==> src/rtl/mouse_pos_tracker_pkg.sv <==
// Shared types, bit positions and widths for the PS/2 mouse position tracker.
// Optional MOUSE_ACCEL_EN adds the acceleration threshold constant.
package mouse_pos_tracker_pkg;

   typedef enum logic [1:0] {ST_B0, ST_B1, ST_B2, ST_UPD} state_t;

   typedef struct packed {
      logic [7:0] b0;
      logic [7:0] b1;
      logic [7:0] b2;
   } ps2_pkt_t;

   localparam int unsigned BTN_L = 0;
   localparam int unsigned BTN_R = 1;
   localparam int unsigned SYNC  = 3;
   localparam int unsigned XS    = 4;
   localparam int unsigned YS    = 5;
   localparam int unsigned XO    = 6;
   localparam int unsigned YO    = 7;

   localparam int unsigned SCREEN_XMAX = 799;
   localparam int unsigned SCREEN_YMAX = 599;
   localparam int unsigned COORD_W     = 12;
   localparam int unsigned SUM_W       = 14;

`ifdef MOUSE_ACCEL_EN
   localparam int unsigned ACCEL_THRESH = 8;
`endif

   // Saturate a signed sum into 0..maxv
   function automatic logic [COORD_W-1:0] clamp_axis(input logic signed [SUM_W-1:0] v,
                                                     input logic [COORD_W-1:0]     maxv);
      if (v[SUM_W-1]) return '0;
      if (v > $signed(SUM_W'(maxv))) return maxv;
      return v[COORD_W-1:0];
   endfunction

endpackage

==> src/rtl/mouse_pos_tracker_if.sv <==
// Byte-stream input and cursor/button output bundle of the mouse position tracker.
interface mouse_pos_tracker_if;
   import mouse_pos_tracker_pkg::*;

   logic [7:0]         rx_data;
   logic               rx_valid;
   logic [COORD_W-1:0] xpos;
   logic [COORD_W-1:0] ypos;
   logic               left;
   logic               right;
   logic               pkt_done;
   logic               sync_err;

   modport master (output rx_data, rx_valid,
                   input  xpos, ypos, left, right, pkt_done, sync_err);
   modport slave  (input  rx_data, rx_valid,
                   output xpos, ypos, left, right, pkt_done, sync_err);
endinterface

==> src/rtl/mouse_pos_tracker_ps2_packet_fsm.sv <==
// Assembles 3-byte PS/2 mouse packets: sync-bit check on byte 0 and an
// inter-byte timeout that aborts a partial packet.
module mouse_pos_tracker_ps2_packet_fsm
   import mouse_pos_tracker_pkg::*;
#(
   parameter int unsigned TIMEOUT_CYC = 200000
) (
   input  logic       clk100MHz,
   input  logic       rst,
   input  logic [7:0] rx_data,
   input  logic       rx_valid,
   output ps2_pkt_t   pkt,
   output logic       pkt_valid,
   output logic       sync_err
);

   localparam int unsigned CW = $clog2(TIMEOUT_CYC);

   state_t        state;
   logic [CW-1:0] tmo_cnt;

   // UPD shares the B0 handling so a byte arriving during the update slot is kept
   always_ff @(posedge clk100MHz or posedge rst) begin
      if (rst) begin
         state     <= ST_B0;
         pkt       <= '0;
         pkt_valid <= 1'b0;
         sync_err  <= 1'b0;
         tmo_cnt   <= '0;
      end else begin
         pkt_valid <= 1'b0;
         sync_err  <= 1'b0;
         case (state)
            ST_B0, ST_UPD: begin
               tmo_cnt <= '0;
               state   <= ST_B0;
               if (rx_valid) begin
                  if (rx_data[SYNC]) begin
                     pkt.b0 <= rx_data;
                     state  <= ST_B1;
                  end else begin
                     sync_err <= 1'b1;
                  end
               end
            end
            ST_B1: begin
               if (rx_valid) begin
                  pkt.b1  <= rx_data;
                  tmo_cnt <= '0;
                  state   <= ST_B2;
               end else if (tmo_cnt == CW'(TIMEOUT_CYC - 1)) begin
                  tmo_cnt  <= '0;
                  sync_err <= 1'b1;
                  state    <= ST_B0;
               end else begin
                  tmo_cnt <= tmo_cnt + CW'(1);
               end
            end
            ST_B2: begin
               if (rx_valid) begin
                  pkt.b2    <= rx_data;
                  pkt_valid <= 1'b1;
                  tmo_cnt   <= '0;
                  state     <= ST_UPD;
               end else if (tmo_cnt == CW'(TIMEOUT_CYC - 1)) begin
                  tmo_cnt  <= '0;
                  sync_err <= 1'b1;
                  state    <= ST_B0;
               end else begin
                  tmo_cnt <= tmo_cnt + CW'(1);
               end
            end
            default: state <= ST_B0;
         endcase
      end
   end

endmodule

==> src/rtl/mouse_pos_tracker.sv <==
// Accumulates PS/2 mouse deltas into clamped absolute cursor coordinates plus buttons.
// Define MOUSE_ACCEL_EN to double deltas whose magnitude exceeds ACCEL_THRESH.
module mouse_pos_tracker
   import mouse_pos_tracker_pkg::*;
#(
   parameter int unsigned XMAX        = SCREEN_XMAX,
   parameter int unsigned YMAX        = SCREEN_YMAX,
   parameter int unsigned X_INIT      = 400,
   parameter int unsigned Y_INIT      = 300,
   parameter int unsigned TIMEOUT_CYC = 200000
) (
   input  logic                clk100MHz,
   input  logic                rst,
   mouse_pos_tracker_if.slave  bus
);

   ps2_pkt_t           pkt;
   logic               pkt_valid;
   logic               sync_err;
   logic [COORD_W-1:0] xpos_q, ypos_q;
   logic               left_q, right_q, pkt_done_q;
   logic signed [SUM_W-1:0] dx_c, dy_c, x_sum_c, y_sum_c;
   logic               unused_bits_c;

   mouse_pos_tracker_ps2_packet_fsm #(
      .TIMEOUT_CYC (TIMEOUT_CYC)
   ) u_fsm (
      .clk100MHz (clk100MHz),
      .rst       (rst),
      .rx_data   (bus.rx_data),
      .rx_valid  (bus.rx_valid),
      .pkt       (pkt),
      .pkt_valid (pkt_valid),
      .sync_err  (sync_err)
   );

`ifdef MOUSE_ACCEL_EN
   function automatic logic signed [SUM_W-1:0] accel(input logic signed [SUM_W-1:0] d);
      if (d > $signed(SUM_W'(ACCEL_THRESH)) || d < -$signed(SUM_W'(ACCEL_THRESH)))
         return d <<< 1;
      return d;
   endfunction
`endif

   // 9-bit deltas sign-extended to the 14-bit working width
   always_comb begin
      dx_c = {{(SUM_W-8){pkt.b0[XS]}}, pkt.b1};
      dy_c = {{(SUM_W-8){pkt.b0[YS]}}, pkt.b2};
`ifdef MOUSE_ACCEL_EN
      dx_c = accel(dx_c);
      dy_c = accel(dy_c);
`endif
      x_sum_c = $signed(SUM_W'(xpos_q)) + dx_c;
      y_sum_c = $signed(SUM_W'(ypos_q)) - dy_c;
   end

   assign unused_bits_c = ^{pkt.b0[2], pkt.b0[SYNC]};

   // Both axes commit on the same edge so the pair is always coherent downstream
   always_ff @(posedge clk100MHz or posedge rst) begin
      if (rst) begin
         xpos_q     <= COORD_W'(X_INIT);
         ypos_q     <= COORD_W'(Y_INIT);
         left_q     <= 1'b0;
         right_q    <= 1'b0;
         pkt_done_q <= 1'b0;
      end else begin
         pkt_done_q <= pkt_valid;
         if (pkt_valid) begin
            if (!pkt.b0[XO]) xpos_q <= clamp_axis(x_sum_c, COORD_W'(XMAX));
            if (!pkt.b0[YO]) ypos_q <= clamp_axis(y_sum_c, COORD_W'(YMAX));
            left_q  <= pkt.b0[BTN_L];
            right_q <= pkt.b0[BTN_R];
         end
      end
   end

   assign bus.xpos     = xpos_q;
   assign bus.ypos     = ypos_q;
   assign bus.left     = left_q;
   assign bus.right    = right_q;
   assign bus.pkt_done = pkt_done_q;
   assign bus.sync_err = sync_err;

endmodule

==> src/flat_wrapper.sv <==
// flat-port wrapper written by rule: the top's interface ports become plain ports
module mouse_pos_tracker_flat import mouse_pos_tracker_pkg::*;
#(
   parameter int unsigned XMAX        = SCREEN_XMAX,
   parameter int unsigned YMAX        = SCREEN_YMAX,
   parameter int unsigned X_INIT      = 400,
   parameter int unsigned Y_INIT      = 300,
   parameter int unsigned TIMEOUT_CYC = 200000
)
  (clk100MHz, rst, bus_rx_data, bus_rx_valid, bus_xpos, bus_ypos, bus_left, bus_right, bus_pkt_done, bus_sync_err);
  mouse_pos_tracker_if bus_i ();
  input  logic clk100MHz;
  input  logic rst;
  input wire logic [$bits(bus_i.rx_data)-1:0] bus_rx_data;
  input wire logic [$bits(bus_i.rx_valid)-1:0] bus_rx_valid;
  output wire logic [$bits(bus_i.xpos)-1:0] bus_xpos;
  output wire logic [$bits(bus_i.ypos)-1:0] bus_ypos;
  output wire logic [$bits(bus_i.left)-1:0] bus_left;
  output wire logic [$bits(bus_i.right)-1:0] bus_right;
  output wire logic [$bits(bus_i.pkt_done)-1:0] bus_pkt_done;
  output wire logic [$bits(bus_i.sync_err)-1:0] bus_sync_err;
  assign bus_i.rx_data = bus_rx_data;
  assign bus_i.rx_valid = bus_rx_valid;
  assign bus_xpos = bus_i.xpos;
  assign bus_ypos = bus_i.ypos;
  assign bus_left = bus_i.left;
  assign bus_right = bus_i.right;
  assign bus_pkt_done = bus_i.pkt_done;
  assign bus_sync_err = bus_i.sync_err;
  mouse_pos_tracker #(.XMAX(XMAX), .YMAX(YMAX), .X_INIT(X_INIT), .Y_INIT(Y_INIT), .TIMEOUT_CYC(TIMEOUT_CYC)) u_core (.clk100MHz(clk100MHz), .rst(rst), .bus(bus_i));
endmodule
==> config.mk <==
export PLATFORM = sky130hd
export DESIGN_NAME = mouse_pos_tracker_flat
export DESIGN_NICKNAME = d
export VERILOG_FILES = /design/src/rtl/mouse_pos_tracker_pkg.sv /design/src/rtl/mouse_pos_tracker_if.sv /design/src/rtl/mouse_pos_tracker_ps2_packet_fsm.sv /design/src/rtl/mouse_pos_tracker.sv /design/src/flat_wrapper.sv
export SDC_FILE = /design/constraint.sdc
export NUM_CORES = 1
export LEC_CHECK = 0
export ABC_AREA = 1
export CORE_ASPECT_RATIO = 1.25
export CORE_MARGIN = 4
export CORE_UTILIZATION = 59
export DETAILED_ROUTE_END_ITERATION = 8
export PLACE_DENSITY = 0.81
export SLEW_MARGIN = 10
export SYNTH_ARGS = -nofsm -noshare
export SYNTH_HDL_FRONTEND = slang
export SYNTH_SLANG_ARGS = --single-unit
==> constraint.sdc <==
create_clock -name clk100MHz -period 3.2 [get_ports clk100MHz]
set_input_delay 0.64 -clock clk100MHz [delete_from_list [all_inputs] [get_ports clk100MHz]]
set_output_delay 0.64 -clock clk100MHz [all_outputs]
set_load 0.05 [all_outputs]
==> results.yml, run 1 <==
setup_path:
  cp.required_ps: 3490
  worstPathArrival_ps: 2730
  cp_max_fo: 7
  critPathLaunchType: "flop"
  critical_path_class: "reg2reg"
  crit_path_end_kind: "flop"
  ff2ff_path_depth: 15
yosys:
  synthCells: 608
  yosys.area.top_type: "dfrtp_1"
  synth_area_leaders: "dfrtp_1 (35%), nand2_1 (16%), ha_1 (8.0%), inv_1 (7.5%), nand3_1 (5.9%)"
  syn_nets: 650
  ys.flop_type: "dfrtp_1"
  async_flop_share_pct: 100
  netlist.area_leader.share_pct: 35.4
  avgSynthCellArea_sq_um: 7.44
  yosys_warnings: 0
  synth_cell_types: 37
  synth_edf_count: 0
  synth_seq_area_share_pct: 39.5
  syn_area_sq_mm: 0.00452
  yosys_register_bits: 71
global_routing:
  grt_usage_pct: 24.9
  antenna_found_initial: 0
  grt_pass1_vias: 3965
  grt_pass1_wl_um: 18100
  grt_overflow: 0
  grt_max_degree: 47
placement:
  dp_hpwl_um: 8190
  gp_congestion: 0.912
  portBuffers: 38
drt:
  routed_wl_um: 10600
  via_count: 4042
  drt_iter0_markers: 191
  firstDrtPassIters: 5
  drc: 0
  antenna_left: 0
  routedWlPerCell_um: 14.1
  viasPerCell: 5.40
sta:
  finalSetupViolations: 0
  fin_hold_ws_ps: 483
  layout_min_cycle_time_ps: 2450
  relSlewSlack_pct: 61.1
  final-max-slew-violation-count: 0
  clock-skew-final_ps: 7.57
  timing.final.crit_share_pct: 76.5
  rsz0062_at_grt: "false"
  finalHoldViolations: 0
  tightestPinTransition_ps: 583
  max_freq_mhz: 409
  setup_tns_ps: 0
die:
  die_area_sq_mm: 0.00914
  start_util_pct: 61.1
  io_pins: 39
  core_area_sq_mm: 0.00740
  die_h_um: 106
  dieWidth_um: 86.3
  rows: 35
cts:
  clock_sinks: 71
  cts_tree: "yes"
  htree_levels: 3
  cts_resized: 0
  post_cts_buffers: 0
  cts_root_buf: "clkbuf_8"
  clk_latency_ps: 350
  cts_hold_buffers: 0
  cts_buffers: 9
  clock_path_buffers: 2
  clk_pin_slew_worst_paths_ps: 80
cells_and_area:
  final_common_cell: "nand2_1"
  drive_gt1_share_pct: 7.91
  num-nets-final: 694
  antennaDiodeCount: 0
  most-common-layout-cells: "nand2_1 (192), inv_1 (89), dfrtp_1 (64), nand3_1 (53), clkdlybuf4s50_1 (38)"
  syn2layout_area_growth_pct: 15.8
worst_hold_path:
  min_path_type: "reg2reg"
  min_path_cells: 1
pwr:
  vdd_drop_max_mv: 0.353
  total_power_mw: 3.59
  power.density_mw_per_mm2: 686
  p_leak_nw: 2.78
run:
  maxCapViolations: 0
run_status:
  status: "finished clean"
==> cell families (layout without fill, tap and decap cells) <==
group,Yosys count,count (layout),share of synthesized area (%)
xor gates and xnor gates,9,9,1.74
AOI/OAI and AO/OA,75,75,9.74
adders and majority gates,31,31,8.91
and+or+nand+nor,323,323,31.9
DFF,71,71,39.5
buffers and inverters,99,148,8.25
==> synth_stat cells (2+ instances only) <==
master / count
nor2_4: 3
dfstp_2: 7
xnor2_1: 4
nand4_1: 10
a211oi_1: 2
a31oi_1: 4
xor2_1: 5
o21ai_0: 26
nand2_2: 8
a21oi_1: 20
clkbuf_1: 5
inv_2: 3
nand2_1: 192
o21ai_1: 12
nor3_1: 7
nand3_1: 53
nor2_1: 37
inv_1: 90
nand3b_1: 4
nand3_2: 2
ha_1: 29
dfrtp_1: 64
o21bai_1: 3
a21oi_2: 2
a21oi_4: 2
nand2_4: 2
fa_1: 2
==> sequential cells by signal (all words and copies together) (netlist names) <==
name	count
u_core.u_fsm.state	2
u_core.u_fsm.tmo_cnt	18
u_core.bus.right	1
u_core.u_fsm.pkt	22
u_core.bus.left	1
u_core.bus.ypos	12
u_core.u_fsm.pkt_valid	1
u_core.u_fsm.sync_err	1
u_core.bus.xpos	12
u_core.bus.pkt_done	1
==> critical path, stage by stage, from the launching register on <==
cell and delay [ps]:
dfrtp_1 390, inv_1 50, ha_1 220, fa_1 400
nand3b_1 190, nand2_1 130, nand2_1 80, nand2_1 80
nand2_1 80, nand3_1 70, nand2_1 50, nor2_1 110
nand2_1 70, nand2_2 140, nand2_1 140, o21ai_1 150
==> metal layers <==
layer | GRT usage (%) | up-vias | wire length, um
met3 | 4.61 | 21 | 550
met2 | 41.9 | 123 | 5230
met5 | 0 | - | 0
li1 | - | 2041 | -
met4 | 8.46 | 0 | 277
met1 | 32.0 | 1857 | 4510
==> cell type report <==
type,count,area (sq um)
Tap cell,92,115
Sequential cell,71,1790
Clock buffer,9,124
Clock inverter,7,97.6
Timing Repair Buffer,39,400
Fill cell,590,2170
Inverter,93,349
Multi-Input combinational cell,438,2360
==> per-stage QoR <==
step                utilization (%)  std cells  setup slack, ps  area [sq um]
global route                   70.7        749              549          5230
finish                         70.7        749              753          5230
CTS                            70.7        749              772          5230
global placement               67.7        733              848          5010
floorplan                         -        608              775          4520
detailed placement             67.7        733              781          5010
==> power breakdown <==
part | internal [mW] | total [mW] | switching, mW | leakage [nW]
logic | 0.564 | 1.63 | 1.07 | 1.75
registers | 1.04 | 1.16 | 0.118 | 0.926
clock network | 0.440 | 0.801 | 0.361 | 0.105
total | 2.05 | 3.59 | 1.55 | 2.78
==> worst paths after layout <==
kind,startpoint,to,slack [ps]
worst min-delay path,u_core.u_fsm.tmo_cnt[0],u_core.u_fsm.tmo_cnt[0],480
max in group asynchronous,rst,u_core.bus.xpos[7],1830
min in group asynchronous,rst,u_core.u_fsm.tmo_cnt[8],660
worst min register to register,u_core.u_fsm.tmo_cnt[0],u_core.u_fsm.tmo_cnt[0],480
worst max-delay path,u_core.bus.ypos[0],u_core.bus.ypos[7],750
worst max register to register,u_core.bus.ypos[0],u_core.bus.ypos[7],750
Note: power is estimated with default switching activity, not from simulation.
==> run 2, diff against run 1 <==
- clock period: 3.2 -> 2.6 ns (I/O delays scaled with it)
==> run 2 against run 1 <==
Combinational power rose by 23%; register-to-register slack got worse by 510 ps; first-iteration DRC count rose by 56%; worst setup slack got worse by 510 ps; hold slack worse by 11 ps; core utilization grew 0.98 points; count of clock-buffer cells in the layout up 2.
==> results.yml, run 2 (synthesized netlist as in run 1, its figures left out) <==
run_status:
  status: "finished clean"
die:
  die_h_um: 106
  rows: 35
  die_area_sq_mm: 0.00914
  dieWidth_um: 86.3
  io_pins: 39
  start_util_pct: 61.1
  core_area_sq_mm: 0.00740
sta:
  layout_min_cycle_time_ps: 2350
  tightestPinTransition_ps: 517
  rsz0062_at_grt: "false"
  timing.final.crit_share_pct: 90.5
  max_freq_mhz: 425
  clock-skew-final_ps: 9.65
  fin_hold_ws_ps: 472
  finalSetupViolations: 0
  finalHoldViolations: 0
  relSlewSlack_pct: 65.4
  final-max-slew-violation-count: 0
  setup_tns_ps: 0
cells_and_area:
  most-common-layout-cells: "nand2_1 (192), inv_1 (89), dfrtp_1 (64), nand3_1 (53), clkdlybuf4s50_1 (38)"
  largest_reg_flops: 22
  drive_gt1_share_pct: 8.19
  top_register: "u_core.u_fsm.pkt"
  fillers: 607
  num-nets-final: 696
  antennaDiodeCount: 0
  top_regs: "u_core.u_fsm.pkt: 22 flops, u_core.u_fsm.tmo_cnt: 18 flops"
  syn2layout_area_growth_pct: 17.4
  stdcell_area_sq_mm: 0.00531
  final_common_cell: "nand2_1"
setup_path:
  cp_max_fo: 8
  r2r_setup_slack_ps: 250
  critPathLaunchType: "flop"
  ff2ff_path_depth: 14
  cp.required_ps: 2840
  critical_path_class: "reg2reg"
  worstPathArrival_ps: 2590
  crit_path_end_kind: "flop"
global_routing:
  grt_usage_pct: 24.2
  grt_overflow: 0
  antenna_found_initial: 0
  grt_max_degree: 72
  grt_pass1_wl_um: 18000
  grt_pass1_vias: 4025
cts:
  cts_buffers: 9
  clock_path_buffers: 2
  cts_root_buf: "clkbuf_8"
  clock_sinks: 71
  post_cts_buffers: 0
  cts_hold_buffers: 0
  cts_tree: "yes"
  htree_levels: 3
  cts_resized: 0
  clk_pin_slew_worst_paths_ps: 80
  clk_latency_ps: 340
pwr:
  p_sw_mw: 1.88
  power.density_mw_per_mm2: 876
  p_leak_nw: 2.82
  vdd_drop_max_mv: 0.528
  clkPwrFrac_pct: 26.0
  swShare_pct: 40.4
  p_int_mw: 2.77
  power_frac_comb_pct: 43.2
  seqPwrFrac_pct: 30.8
placement:
  portBuffers: 38
  gp_congestion: 0.978
  dp_hpwl_um: 7790
  postPlaceCellArea_sq_mm: 0.00503
drt:
  viasPerCell: 5.41
  drt_iter0_markers: 298
  routedWlPerCell_um: 13.6
  via_count: 4060
  firstDrtPassIters: 5
  drc: 0
  antenna_left: 0
  routed_wl_um: 10200
worst_hold_path:
  min_path_cells: 0
  min_path_type: "reg2reg"
run:
  maxCapViolations: 0
==> run 2: cell types whose count changed in the layout (fill, tap and decap cells not counted), sizes merged <==
cell	change
buf	+2
clkinvlp	-1
clkinv	-3
clkbuf	+2
bufinv	+2
==> run 2: critical path, cell delays in order, from the launching register on <==
cell	delay, ps
dfrtp_1	470
ha_1	400
nand2_1	100
nor2_1	230
nand3_1	180
nand3_1	160
nand2_1	80
nand2_1	60
nand2_1	40
nand2_1	70
nand3_1	100
nand2_2	150
nand3_1	100
nand2_1	70
nand2_1	50
==> run 2: final timing paths <==
kind                                        startpoint                  endpoint
worst max-delay path              u_core.u_fsm.pkt[20]        u_core.bus.xpos[3]
worst min-delay path            u_core.u_fsm.pkt_valid       u_core.bus.pkt_done
worst max register to register    u_core.u_fsm.pkt[20]        u_core.bus.xpos[3]
worst min register to register  u_core.u_fsm.pkt_valid       u_core.bus.pkt_done
max in group asynchronous                          rst        u_core.bus.xpos[4]
min in group asynchronous                          rst  u_core.u_fsm.tmo_cnt[16]
==> run 2: final cells by class <==
| class | count | area, sq um | area share, % |
|---|---|---|---|
| inverters | 93 | 349 | 6.58 |
| clock inverters | 5 | 128 | 2.41 |
| multi-input cells | 438 | 2360 | 44.5 |
| clock buffers | 11 | 151 | 2.85 |
| flip-flops and latches | 71 | 1790 | 33.6 |
| well taps | 92 | 115 | 2.17 |
| repair buffers | 41 | 415 | 7.83 |
==> run 2: power by group through the flow <==
stage	clock network (mW)	logic, mW	registers (mW)
2_1_floorplan	0	1.25	1.68
3_3_place_gp	0	1.93	1.44
3_5_place_dp	0	1.98	1.45
4_1_cts	1.24	2.00	1.43
5_1_grt	1.29	2.26	1.45
6_report	1.21	2.01	1.43
==> run 2: routing by layer <==
metal	vias to the layer above	GRT usage [%]	wire length, um
met4	0	10.8	398
met5	-	0	0
met3	33	4.61	423
li1	2043	-	-
met2	104	39.8	4940
met1	1880	30.5	4460
==> run 2: per-stage QoR <==
| step | std cells | utilization [%] | power, mW | setup slack [ps] |
|---|---|---|---|---|
| final | 751 | 71.7 | 4.65 | 246 |
| after global placement | 735 | 67.9 | 3.37 | 338 |
| after global routing | 751 | 71.7 | 5.00 | 40.3 |
| after detailed placement | 735 | 67.9 | 3.43 | 317 |
| after CTS | 751 | 71.7 | 4.67 | 289 |
| after floorplan | 608 | - | 2.93 | 180 |
==> run 3, diff against run 2 <==
- TNS_END_PERCENT: unset -> 30
==> results of run 3 <==
Same layout as run 2: the final DEF is identical, and so are final timing and power.
